File: src/rtl/scale_copier.sv
// scale_copier
//   Copies a source image from a ROM into a framebuffer RAM, scaling it on
//   the way. The scale mode is latched once after reset:
//     00 -> 2x zoom (nearest neighbour), 01 -> 1/2 shrink (2x2 average),
//     10/11 -> 1x copy.
//   Each output pixel is produced by RD/CAP tap cycles followed by one WR cycle.
//   The output pixel is written in raster order.
//
// Ports
//   clk_i         pixel clock, all state changes on its rising edge
//   reset_i       asynchronous active-high reset (restarts the copy)
//   seletor_i     scale mode select, sampled only in LOAD
//   rom_addr_o    registered source ROM address
//   rom_data_i    source ROM pixel, valid one clock after rom_addr_o
//   ram_wraddr_o  registered framebuffer write address
//   ram_data_o    registered framebuffer write data
//   ram_wren_o    framebuffer write strobe, one cycle per output pixel
//   done_o        high once the whole scaled image has been written
module scale_copier #(
  parameter int IMG_W = 160,
  parameter int IMG_H = 120
) (
  input  logic        clk_i,
  input  logic        reset_i,
  input  logic [1:0]  seletor_i,
  output logic [18:0] rom_addr_o,
  input  logic [7:0]  rom_data_i,
  output logic [18:0] ram_wraddr_o,
  output logic [7:0]  ram_data_o,
  output logic        ram_wren_o,
  output logic        done_o
);

  typedef enum logic [2:0] {S_LOAD, S_RD, S_CAP, S_WR, S_DONE} state_e;
  typedef enum logic [1:0] {MODE_ZOOM = 2'b00, MODE_HALF = 2'b01, MODE_COPY = 2'b10} mode_e;

  state_e      state_q, state_d;
  mode_e       mode_q, mode_d;
  logic [15:0] ox_q, ox_d, oy_q, oy_d;
  logic [15:0] outW, outH;
  logic [1:0]  tap_q, tap_d;
  logic [9:0]  acc_q, acc_d, sum;
  logic [31:0] sx, sy;
  logic [18:0] rom_addr_q, rom_addr_d;
  logic [18:0] ram_wraddr_q, ram_wraddr_d;
  logic [7:0]  ram_data_q, ram_data_d;
  logic        ram_wren_q, done_q;

  // Output geometry of the latched mode; only consulted in CAP and WR,
  // where the mode register is already valid.
  always_comb begin
    outW = 16'(IMG_W);
    outH = 16'(IMG_H);
    case (mode_q)
      MODE_ZOOM: begin
        outW = 16'(2 * IMG_W);
        outH = 16'(2 * IMG_H);
      end
      MODE_HALF: begin
        outW = 16'(IMG_W / 2);
        outH = 16'(IMG_H / 2);
      end
      default: begin
        outW = 16'(IMG_W);
        outH = 16'(IMG_H);
      end
    endcase
  end

  // Next-state logic: LOAD -> RD -> CAP -> (RD for more taps | WR) -> RD | DONE.
  // The 10-bit accumulator holds up to four 8-bit taps without overflow.
  always_comb begin
    state_d    = state_q;
    mode_d     = mode_q;
    ox_d       = ox_q;
    oy_d       = oy_q;
    tap_d      = tap_q;
    acc_d      = acc_q;
    ram_data_d = ram_data_q;
    sum        = acc_q + {2'b00, rom_data_i};
    case (state_q)
      S_LOAD: begin
        if (seletor_i[1]) begin
          mode_d = MODE_COPY;
        end else if (seletor_i[0]) begin
          mode_d = MODE_HALF;
        end else begin
          mode_d = MODE_ZOOM;
        end
        ox_d    = '0;
        oy_d    = '0;
        tap_d   = '0;
        acc_d   = '0;
        state_d = S_RD;
      end
      S_RD: begin
        state_d = S_CAP;
      end
      S_CAP: begin
        acc_d = sum;
        if (mode_q == MODE_HALF && tap_q != 2'd3) begin
          tap_d   = 2'(tap_q + 2'd1);
          state_d = S_RD;
        end else begin
          // Shrink mode writes the truncated average; the others pass the tap through.
          ram_data_d = (mode_q == MODE_HALF) ? sum[9:2] : rom_data_i;
          state_d    = S_WR;
        end
      end
      S_WR: begin
        acc_d = '0;
        tap_d = '0;
        if (ox_q == outW - 16'd1) begin
          if (oy_q == outH - 16'd1) begin
            state_d = S_DONE;
          end else begin
            ox_d    = '0;
            oy_d    = oy_q + 16'd1;
            state_d = S_RD;
          end
        end else begin
          ox_d    = ox_q + 16'd1;
          state_d = S_RD;
        end
      end
      S_DONE: begin
        state_d = S_DONE;
      end
      default: begin
        state_d = S_LOAD;
      end
    endcase
  end

  // Address generation. The ROM address is computed from the next-state
  // counters so it is already registered while the FSM sits in RD; it holds
  // its value in every other state.
  always_comb begin
    sx = '0;
    sy = '0;
    case (mode_d)
      MODE_ZOOM: begin
        sx = 32'(ox_d >> 1);
        sy = 32'(oy_d >> 1);
      end
      MODE_HALF: begin
        sx = {15'b0, ox_d, 1'b0} + 32'(tap_d[0]);
        sy = {15'b0, oy_d, 1'b0} + 32'(tap_d[1]);
      end
      default: begin
        sx = 32'(ox_d);
        sy = 32'(oy_d);
      end
    endcase
    rom_addr_d   = (state_d == S_RD) ? 19'(sy * 32'(IMG_W) + sx) : rom_addr_q;
    ram_wraddr_d = (state_d == S_WR) ? 19'(32'(oy_q) * 32'(outW) + 32'(ox_q)) : ram_wraddr_q;
  end

  // State and output registers; reset clears every output at once so an
  // aborted copy never leaves a write strobe behind.
  always_ff @(posedge clk_i or posedge reset_i) begin
    if (reset_i) begin
      state_q      <= S_LOAD;
      mode_q       <= MODE_COPY;
      ox_q         <= '0;
      oy_q         <= '0;
      tap_q        <= '0;
      acc_q        <= '0;
      rom_addr_q   <= '0;
      ram_wraddr_q <= '0;
      ram_data_q   <= '0;
      ram_wren_q   <= 1'b0;
      done_q       <= 1'b0;
    end else begin
      state_q      <= state_d;
      mode_q       <= mode_d;
      ox_q         <= ox_d;
      oy_q         <= oy_d;
      tap_q        <= tap_d;
      acc_q        <= acc_d;
      rom_addr_q   <= rom_addr_d;
      ram_wraddr_q <= ram_wraddr_d;
      ram_data_q   <= ram_data_d;
      ram_wren_q   <= (state_d == S_WR);
      done_q       <= (state_d == S_DONE);
    end
  end

  assign rom_addr_o   = rom_addr_q;
  assign ram_wraddr_o = ram_wraddr_q;
  assign ram_data_o   = ram_data_q;
  assign ram_wren_o   = ram_wren_q;
  assign done_o       = done_q;

endmodule

File: config.mk
export PLATFORM = sky130hd
export DESIGN_NAME = scale_copier
export DESIGN_NICKNAME = d
export VERILOG_FILES = /design/src/rtl/scale_copier.sv
export SDC_FILE = /design/constraint.sdc
export NUM_CORES = 1
export LEC_CHECK = 0
export CAP_MARGIN = 20
export CORE_UTILIZATION = 55
export CTS_CLUSTER_DIAMETER = 40
export DETAILED_ROUTE_END_ITERATION = 10
export GPL_ROUTABILITY_DRIVEN = 0
export PLACE_DENSITY = 0.78
export SYNTH_ARGS = -nofsm -noshare
export SYNTH_HDL_FRONTEND = slang
export SYNTH_SLANG_ARGS = --single-unit
export TNS_END_PERCENT = 5
File: constraint.sdc
create_clock -name clk_i -period 6.25 [get_ports clk_i]
set_clock_uncertainty 0.05 [all_clocks]
set_input_delay 1.25 -clock clk_i [delete_from_list [all_inputs] [get_ports clk_i]]
set_output_delay 1.25 -clock clk_i [all_outputs]
set_load 0.02 [all_outputs]
# Yosys cells after proc, flatten, opt, wreduce, memory -nomap -nowiden
# Cells that the tools add are included.
# word_totals
reg_bits	97
inputBits	12
# classes
n_addsub	10
mul	2
eq_ne	12
mux	21
bitwise_logic	1
reduce_logical	7
# ops
op	count
18-bit case mux with 2 select lines	2
16-bit 2-to-1 mux	4
16-bit case mux with 2 select lines	2
17-bit by 1-bit adder with 18-bit output	2
16-bit by 1-bit adder with 16-bit output (second input constant)	2
16-bit equality test	2
16-bit by 1-bit subtractor with 16-bit output (second input constant)	2
10-bit case mux with 2 select lines	1
19-bit by 16-bit adder with 19-bit output	1
19-bit adder	1
16-bit by 9-bit multiplier with 19-bit output	1
18-bit by 3-bit multiplier with 14-bit output (second input constant)	1
9-bit case mux with 2 select lines	1
8-bit case mux with 2 select lines	1
3-bit case mux with 5 select lines	1
10-bit by 8-bit adder with 10-bit output	1
3-bit by 2-bit equality test with 1-bit output (second input constant)	3
2-bit 2-to-1 mux	4
8-bit 2-to-1 mux	1
3-bit by 1-bit equality test with 1-bit output (second input constant)	2
3-bit equality test (second input constant)	2
3-bit 2-to-1 mux	2
2-bit by 1-bit equality test with 1-bit output (second input constant)	2
2-bit logical NOT	2
10 further kinds	10

# Longest topological paths before layout
# Gate-level depths: netlist of the first run.
# logic_depth
depth_word	11
depth_mapped	31

# Worst setup path after synthesis of the first run
# No wires, ideal clock.
# synth_timing
path_kind	reg2reg
from	register mode_q[1]
to	register rom_addr_q[18] (netlist: rom_addr_o[18])
setup_time_ns	0.076
arrival_ns	5.770
setup_slack_ns	0.354
stages_incl_launch_ff	31
path_buffers	2
cell_sequence	dfstp_2 buf_6 clkinv_2 nand2_2 inv_2 clkbuf_1 ha_1 nand4bb_1 nor4_1 nand4_1 and4_1 nand4_1 mux2i_1 mux2i_1 a21oi_1 ha_1 ha_1 a21o_1 a21oi_1 o21ai_0 nor2_1 xnor2_1 ha_1 and2_1 o21ai_0 o311ai_0 a21oi_1 nor2b_1 o21ai_0 xnor3_1 o21ai_1
# synth_via
elab_chain_len	11
elab_cells_between_ends	31
classes_between	add/sub: 5; mul: 1; eq/ne: 5; mux: 17; reduce/logical: 3
# synth_rtl
element	line	source
start, declared	38	mode_e mode_q, mode_d;
start signal, assigned	176	mode_q <= mode_d;
2-bit by 1-bit equality test with 1-bit output or 2-bit logical NOT (tied branches)	54	case (mode_q)
8-bit case mux with 2 select lines	54	
16-bit by 1-bit subtractor with 16-bit output	114	if (oy_q == outH - 16'd1) begin
16-bit equality test	114	
16-bit 2-to-1 mux	114	
16-bit 2-to-1 mux (*)	113	if (ox_q == outW - 16'd1) begin
16-bit case mux with 2 select lines (*)	81	case (state_q)
via oy_d[5]	39	logic [15:0] ox_q, ox_d, oy_q, oy_d;
17-bit by 1-bit adder with 18-bit output	148	sy = {15'b0, oy_d, 1'b0} + 32'(tap_d[1]);
18-bit case mux with 2 select lines (*)	141	case (mode_d)
18-bit by 3-bit multiplier with 14-bit output (*)	155	rom_addr_d = (state_d == S_RD) ? 19'(sy * 32'(IMG_W) + sx) : rom_addr_q;
19-bit adder (*)	155	
end signal, assigned	181	rom_addr_q <= rom_addr_d;
end, declared	44	logic [18:0] rom_addr_q, rom_addr_d;
# Mark *: on every way through the listed nets, which the timed path passes. The rest lies on a longest branch.
# A chain may end at the register's enable or synchronous reset.

# Worst setup path in the final report of the first run
# layout_timing
from	register ox_q[10]
to	register rom_addr_q[18] (netlist: rom_addr_o[18])
# layout_via
elab_chain_len	7
elab_cells_between_ends	16
classes_between	add/sub: 4; mul: 1; eq/ne: 2; mux: 9
# layout_rtl
element	line	source
start, declared	39	
start signal, assigned	165	ox_q <= '0;
start signal, assigned	177	ox_q <= ox_d;
16-bit equality test (*)	113	
16-bit 2-to-1 mux (*)	113	
16-bit case mux with 2 select lines (*)	81	
via oy_d[3]	39	
17-bit by 1-bit adder with 18-bit output	148	
18-bit case mux with 2 select lines (*)	141	
18-bit by 3-bit multiplier with 14-bit output (*)	155	
19-bit adder (*)	155	
# Marks and branches as above.

==> flow_summary.yaml, run 1 <==
floorplanning:
  io_pins: 60
  initial_utilization: 0.571
  rows: 45
  die_w_um: 128
  coreArea_um2: 15400
  dieArea_um2: 16500
  die_y_um: 128
yosys:
  synth_most_common_cell: "nand2_1"
  synth-edff-count: 0
  synth_top_area_frac: 0.274
  synthTopCellsByCount: "nand2_1, inv_1, dfrtp_1, ha_1, o21ai_0"
  synth.avg_cell_area_um2: 8.71
  synth_async_sr_flop_share: 1.00
  syn_area_um2: 8780
  yosys_most_used_dff: "dfrtp_1"
  yosys_warnings: 0
  synth_cells: 1008
  yosysTopAreaCell: "dfrtp_1"
  synthTopCellsByArea: "dfrtp_1, ha_1, fa_1"
  yosysSeqAreaShare: 0.277
  ys_types: 69
  synth-seq-cells: 97
  synthesis.nets: 1159
sta:
  setup_viol: 0
  relSlewSlack: 0.461
  min_period_ns: 5.89
  hold_viol: 0
  fin_crit_sh: 0.943
  whs_ns: 0.425
  worstMarginPinSlew_ns: 0.806
  fmax_ghz: 0.170
  final_max_slew_viol_count: 0
power_and_ir_drop:
  p_per_area_nw_per_um2: 382
  p_total_mw: 3.86
  p_leak_nw: 5.00
  peakVddDrop_uv: 474
finish:
  fin_cells: 1289
  area_growth_pct: 15.0
  layout.nets: 1224
  fin_area_um2: 10100
  drive_gt1_frac: 0.0751
  diodes: 0
  fillCellCount: 1267
detailed_routing:
  vias: 7325
  viasPerCell: 5.68
  wl_per_cell_um: 15.6
  drc: 0
  final_antenna_net_count: 0
  drt_pass1_iterations: 5
  dr.first_iter.drc_count: 612
  wirelength_mm: 20.1
job:
  maxCapViolCount: 0
grt:
  first_global_vias: 7021
  grt_overflow_total: 0
  grt_max_degree: 57
  grt_antenna_before_repair: 0
  grt_pass1_wl_mm: 33.4
  track_usage: 0.255
worst_setup_path:
  cp-end-kind: "register"
  r2r-start: "ox_q[10]$_DFF_PP0_"
  r2r-end: "rom_addr_o[18]$_DFFE_PP0N_"
  critical_path_class: "reg2reg"
  cp.arrival_ns: 6.13
  path_max_fanout: 8
  r2r_slack_ns: 0.36
  worstRegToRegCells: 24
  cp-endpoint: "rom_addr_o[18]$_DFFE_PP0N_"
  worst_ep_required_time_ns: 6.49
  critPathLaunchType: "register"
  cp-startpoint: "ox_q[10]$_DFF_PP0_"
placed_design:
  placed_cells: 1266
  place_area_um2: 9710
  dpl.hpwl_mm: 15.5
  io_buffers: 59
cts:
  clock_latency_ns: 0.36
  cts_tree: "built"
  htree_levels: 3
  cts.sinks: 97
  clockRootBuffer: "clkbuf_16"
  cts_buffers: 9
  clockBufferDepth: 2
  clk_pin_slew_ns: 0.07
min_path:
  hold_path_class: "reg2reg"
outcome:
  status: "complete, no violations"
==> worst min path at each step <==
| stage | startpoint | end | slack (ns) | depth (start not counted) |
|---|---|---|---|---|
| 5_1_grt | ram_wraddr_o[12]$_DFFE_PP0P_ | ram_wraddr_o[12]$_DFFE_PP0P_ | 0.44 | 2 |
| 2_1_floorplan | register | register | 0.40 | 1 |
| 3_3_place_gp | ram_wraddr_o[18]$_DFFE_PP0P_ | ram_wraddr_o[18]$_DFFE_PP0P_ | 0.41 | 2 |
| 4_1_cts | rom_addr_o[1]$_DFFE_PP0N_ | rom_addr_o[1]$_DFFE_PP0N_ | 0.43 | 1 |
| 6_report | ram_wraddr_o[9]$_DFFE_PP0P_ | ram_wraddr_o[9]$_DFFE_PP0P_ | 0.42 | 2 |
| 3_5_place_dp | rom_addr_o[1]$_DFFE_PP0N_ | rom_addr_o[1]$_DFFE_PP0N_ | 0.42 | 1 |
==> flip-flops by register name, summed over array words and instances, names as in the netlist, named ones only <==
signal,flops
ram_wraddr_o,19
rom_addr_o,19
ox_q,16
oy_q,15
acc_q,10
ram_data_o,8
state_q,3
mode_q,2
tap_q,2
done_o,1
ram_wren_o,1
==> metal layers <==
| metal | wire, um | GRT usage |
|---|---|---|
| met5 | 0 | 0 |
| met2 | 9650 | 0.428 |
| met3 | 1130 | 0.0428 |
| met1 | 8900 | 0.336 |
| met4 | 437 | 0.0810 |
==> report_power, final <==
part           switching, mW  internal [mW]  total, mW
Combinational           1.38           1.01       2.39
Clock                  0.256          0.335      0.591
Sequential             0.105          0.779      0.884
Total                   1.74           2.12       3.86
==> worst max-delay path, cell delays in order (launching register included) <==
cell,delay (ns)
dfrtp_1,0.46
or4_1,0.54
nor4b_2,0.36
a21boi_4,0.32
and4_1,0.31
nand2_1,0.10
mux2i_2,0.29
mux2i_1,0.11
a21oi_1,0.24
ha_1,0.29
ha_1,0.29
a21o_1,0.19
a21oi_2,0.19
o21ai_0,0.12
nor2_1,0.12
xnor2_1,0.08
ha_1,0.35
and2_1,0.17
o21ai_1,0.19
o311ai_0,0.18
a21oi_1,0.23
nor2b_1,0.07
o21ai_0,0.20
xnor3_1,0.25
o21ai_1,0.12
==> cell type report <==
class | instances | area [um^2] | area share
multi-input combinational | 764 | 5830 | 0.577
sequential | 97 | 2430 | 0.240
timing repair buffer | 95 | 861 | 0.0852
inverter | 106 | 402 | 0.0398
tap | 211 | 264 | 0.0261
clock buffer | 11 | 253 | 0.0250
clock inverter | 5 | 61.3 | 0.00607
==> per-stage QoR <==
step	setup WS, ns	utilization	setup TNS (ns)
2_1_floorplan	0.354	-	0
3_3_place_gp	0.186	0.632	0
3_5_place_dp	-0.0109	0.632	-0.0109
4_1_cts	0.0131	0.653	0
5_1_grt	-0.0161	0.657	-0.0161
6_report	0.358	0.657	0
==> kinds of logic after synthesis <==
logic type,Yosys count,synth area share
flip-flops,97,0.277
AO/OA/AOI/OAI,228,0.161
buffers and inverters,148,0.0647
AND/OR/NAND/NOR,316,0.177
adder cells (fa/ha/maj),139,0.235
other,1,0.000427
multiplexers,28,0.0329
XOR/XNOR,51,0.0524
==> what timing repair did <==
action | 4_1_cts | 5_1_grt
endpoints found under the hold margin | 0 | 0
resized for setup | 3 | 6
endpoints found under the setup margin | 1 | 3
hold buffers | 0 | 0
pin swaps | 0 | 2
gates cloned | 0 | 1
setup buffers | 0 | 6
==> cell usage in the layout, fill, tap and decap left out, types with 6 or more instances in the layout <==
cell	count
a21o_1	12
a21oi_1	61
a22o_1	9
a31oi_1	10
and2_1	26
and3_1	11
buf_4	36
clkbuf_16	9
clkdlybuf4s50_1	59
dfrtp_1	96
fa_1	43
ha_1	96
inv_1	100
mux2i_1	22
nand2_1	115
nand2b_1	10
nand3_1	19
nand4_1	15
nor2_1	59
nor2b_1	16
nor3_1	11
nor4_1	6
o211ai_1	9
o21ai_0	67
o21ai_1	6
o21bai_1	10
o31ai_1	9
or2_2	6
xnor2_1	36
xor2_1	14
Power figures use the tool's default switching activity.
==> run 2: changes to the inputs <==
--- a/config.mk
+++ b/config.mk
@@ -6,11 +6,12 @@
 export NUM_CORES = 1
 export LEC_CHECK = 0
 export CAP_MARGIN = 20
+export CORE_ASPECT_RATIO = 0.5
 export CORE_UTILIZATION = 55
-export CTS_CLUSTER_DIAMETER = 40
 export DETAILED_ROUTE_END_ITERATION = 10
 export GPL_ROUTABILITY_DRIVEN = 0
 export PLACE_DENSITY = 0.78
+export REMOVE_ABC_BUFFERS = 1
 export SYNTH_ARGS = -nofsm -noshare
 export SYNTH_HDL_FRONTEND = slang
 export SYNTH_SLANG_ARGS = --single-unit
==> flow_summary.yaml, run 2 (same netlist as run 1, synthesis figures left out) <==
finish:
  diodes: 0
  fin_area_um2: 10100
  seq_area_um2: 2430
  final_common_cell: "nand2_1"
  fillCellCount: 1279
  utilization: 0.651
  area_growth_pct: 14.9
  drive_gt1_frac: 0.0790
  layout.nets: 1222
  multiInputGateArea_um2: 5880
  final_cell_mix: "nand2_1, inv_1, ha_1"
cts:
  cts.sinks: 97
  htree_levels: 3
  ctsHoldBuffers: 0
  clockRootBuffer: "clkbuf_16"
  clk_pin_slew_ns: 0.07
  cts_tree: "built"
  clock_latency_ns: 0.36
  clockBufferDepth: 2
  cts_buffers: 9
floorplanning:
  io_pins: 60
  coreArea_um2: 15500
  die_w_um: 181
  rows: 32
  dieArea_um2: 16500
  initial_utilization: 0.567
  die_y_um: 91.3
grt:
  grt_antenna_before_repair: 0
  track_usage: 0.264
  grt_pass1_wl_mm: 35.0
  first_global_vias: 7135
  grt_max_degree: 50
  grt_overflow_total: 0
sta:
  fmax_ghz: 0.172
  hold_viol: 0
  fin_setup_tns_ns: 0
  final_max_slew_viol_count: 0
  fin_crit_sh: 0.930
  min_period_ns: 5.81
  relSlewSlack: 0.403
  worstMarginPinSlew_ns: 0.894
  setup_viol: 0
worst_setup_path:
  critical_path_class: "reg2reg"
  cp-end-kind: "register"
  path_max_fanout: 8
  critPathBufInv: 0
  worst_ep_required_time_ns: 6.49
  cp.arrival_ns: 6.05
  critPathLaunchType: "register"
  path_delay_family: "compound AO/OA/AOI/OAI gates"
  slowest_stage: "or4_1"
  cp_slowest_stage_delay_ns: 0.60
  crit_chain: "or4_1, nor4b_4, a21boi_4, and4_1, nand2_1, mux2i_2, mux2i_1, a21oi_2, ha_1, ha_1, a21o_1, a21oi_2, o21ai_0, nor2_1, xnor2_1, ha_1, and2_1, o21ai_1, o311ai_0, a21oi_1, nor2b_1, o21ai_1, xnor3_1, o21ai_1"
detailed_routing:
  wl_per_cell_um: 16.4
  drt_pass1_iterations: 5
  wirelength_mm: 21.0
  dr.first_iter.drc_count: 535
  final_antenna_net_count: 0
  viasPerCell: 5.74
  vias: 7344
  drc: 0
placed_design:
  io_buffers: 59
  place_area_um2: 9720
  dpl.hpwl_mm: 15.9
power_and_ir_drop:
  p_leak_nw: 4.97
  p_total_mw: 3.89
  p_per_area_nw_per_um2: 385
  peakVddDrop_uv: 475
job:
  maxCapViolCount: 0
outcome:
  status: "complete, no violations"
min_path:
  hold_path_class: "reg2reg"
run 2: final timing paths:
path / end / cells past startpoint / slack (ns) / from
worst max-delay path: rom_addr_o[18]$_DFFE_PP0N_ / 24 / 0.44 / ox_q[10]$_DFF_PP0_
worst min-delay path: ram_wraddr_o[17]$_DFFE_PP0P_ / 2 / 0.43 / ram_wraddr_o[17]$_DFFE_PP0P_
worst max register to register: rom_addr_o[18]$_DFFE_PP0N_ / 24 / 0.44 / ox_q[10]$_DFF_PP0_
worst min register to register: ram_wraddr_o[17]$_DFFE_PP0P_ / 2 / 0.43 / ram_wraddr_o[17]$_DFFE_PP0P_
max in group asynchronous: ram_wraddr_o[13]$_DFFE_PP0P_ / 3 / 3.82 / reset_i
min in group asynchronous: rom_addr_o[12]$_DFFE_PP0N_ / 2 / 1.26 / reset_i
run 2: timing repair:
| item | 4_1_cts | 5_1_grt |
|---|---|---|
| setup endpoints to repair | 1 | 3 |
| pin swaps | 0 | 4 |
| buffers inserted | 0 | 2 |
| hold endpoints to repair | 0 | 0 |
| gates resized for setup | 2 | 18 |
run 2: routing by layer:
metal / global-route usage / up-vias / share of wire
met1: 0.381 / 3464 / 0.47
met4: 0.0769 / 0 / 0.018
li1: - / 3588 / -
met5: 0 / - / 0
met2: 0.399 / 255 / 0.44
met3: 0.0542 / 37 / 0.069
run 2: stage by stage:
step	worst slack (ns)	hold slack, ns	cells
final	0.435	0.428	1280
after global routing	-0.0632	0.453	1280
after CTS	0.0652	0.432	1278
after detailed placement	-0.197	0.414	1262
after global placement	0.149	0.407	1262
after floorplan	-0.477	0.399	966
run 2: tightest hold or removal path: stages (launching register included):
cell and delay [ns]:
dfrtp_1 0.34, nand2_1 0.04, o21ai_0 0.06
run 2: power by group:
group	internal [mW]	total (mW)	switching, mW
combinational	1.04	2.46	1.42
sequential	0.779	0.884	0.106
clock	0.271	0.540	0.268
run 2: cell type report:
type                            instances  share of cell area
Timing Repair Buffer                   94              0.0845
Multi-Input combinational cell        763               0.583
Clock buffer                           10              0.0227
Clock inverter                          6             0.00421
Sequential cell                        97               0.241
Tap cell                              204              0.0253
Inverter                              106              0.0398
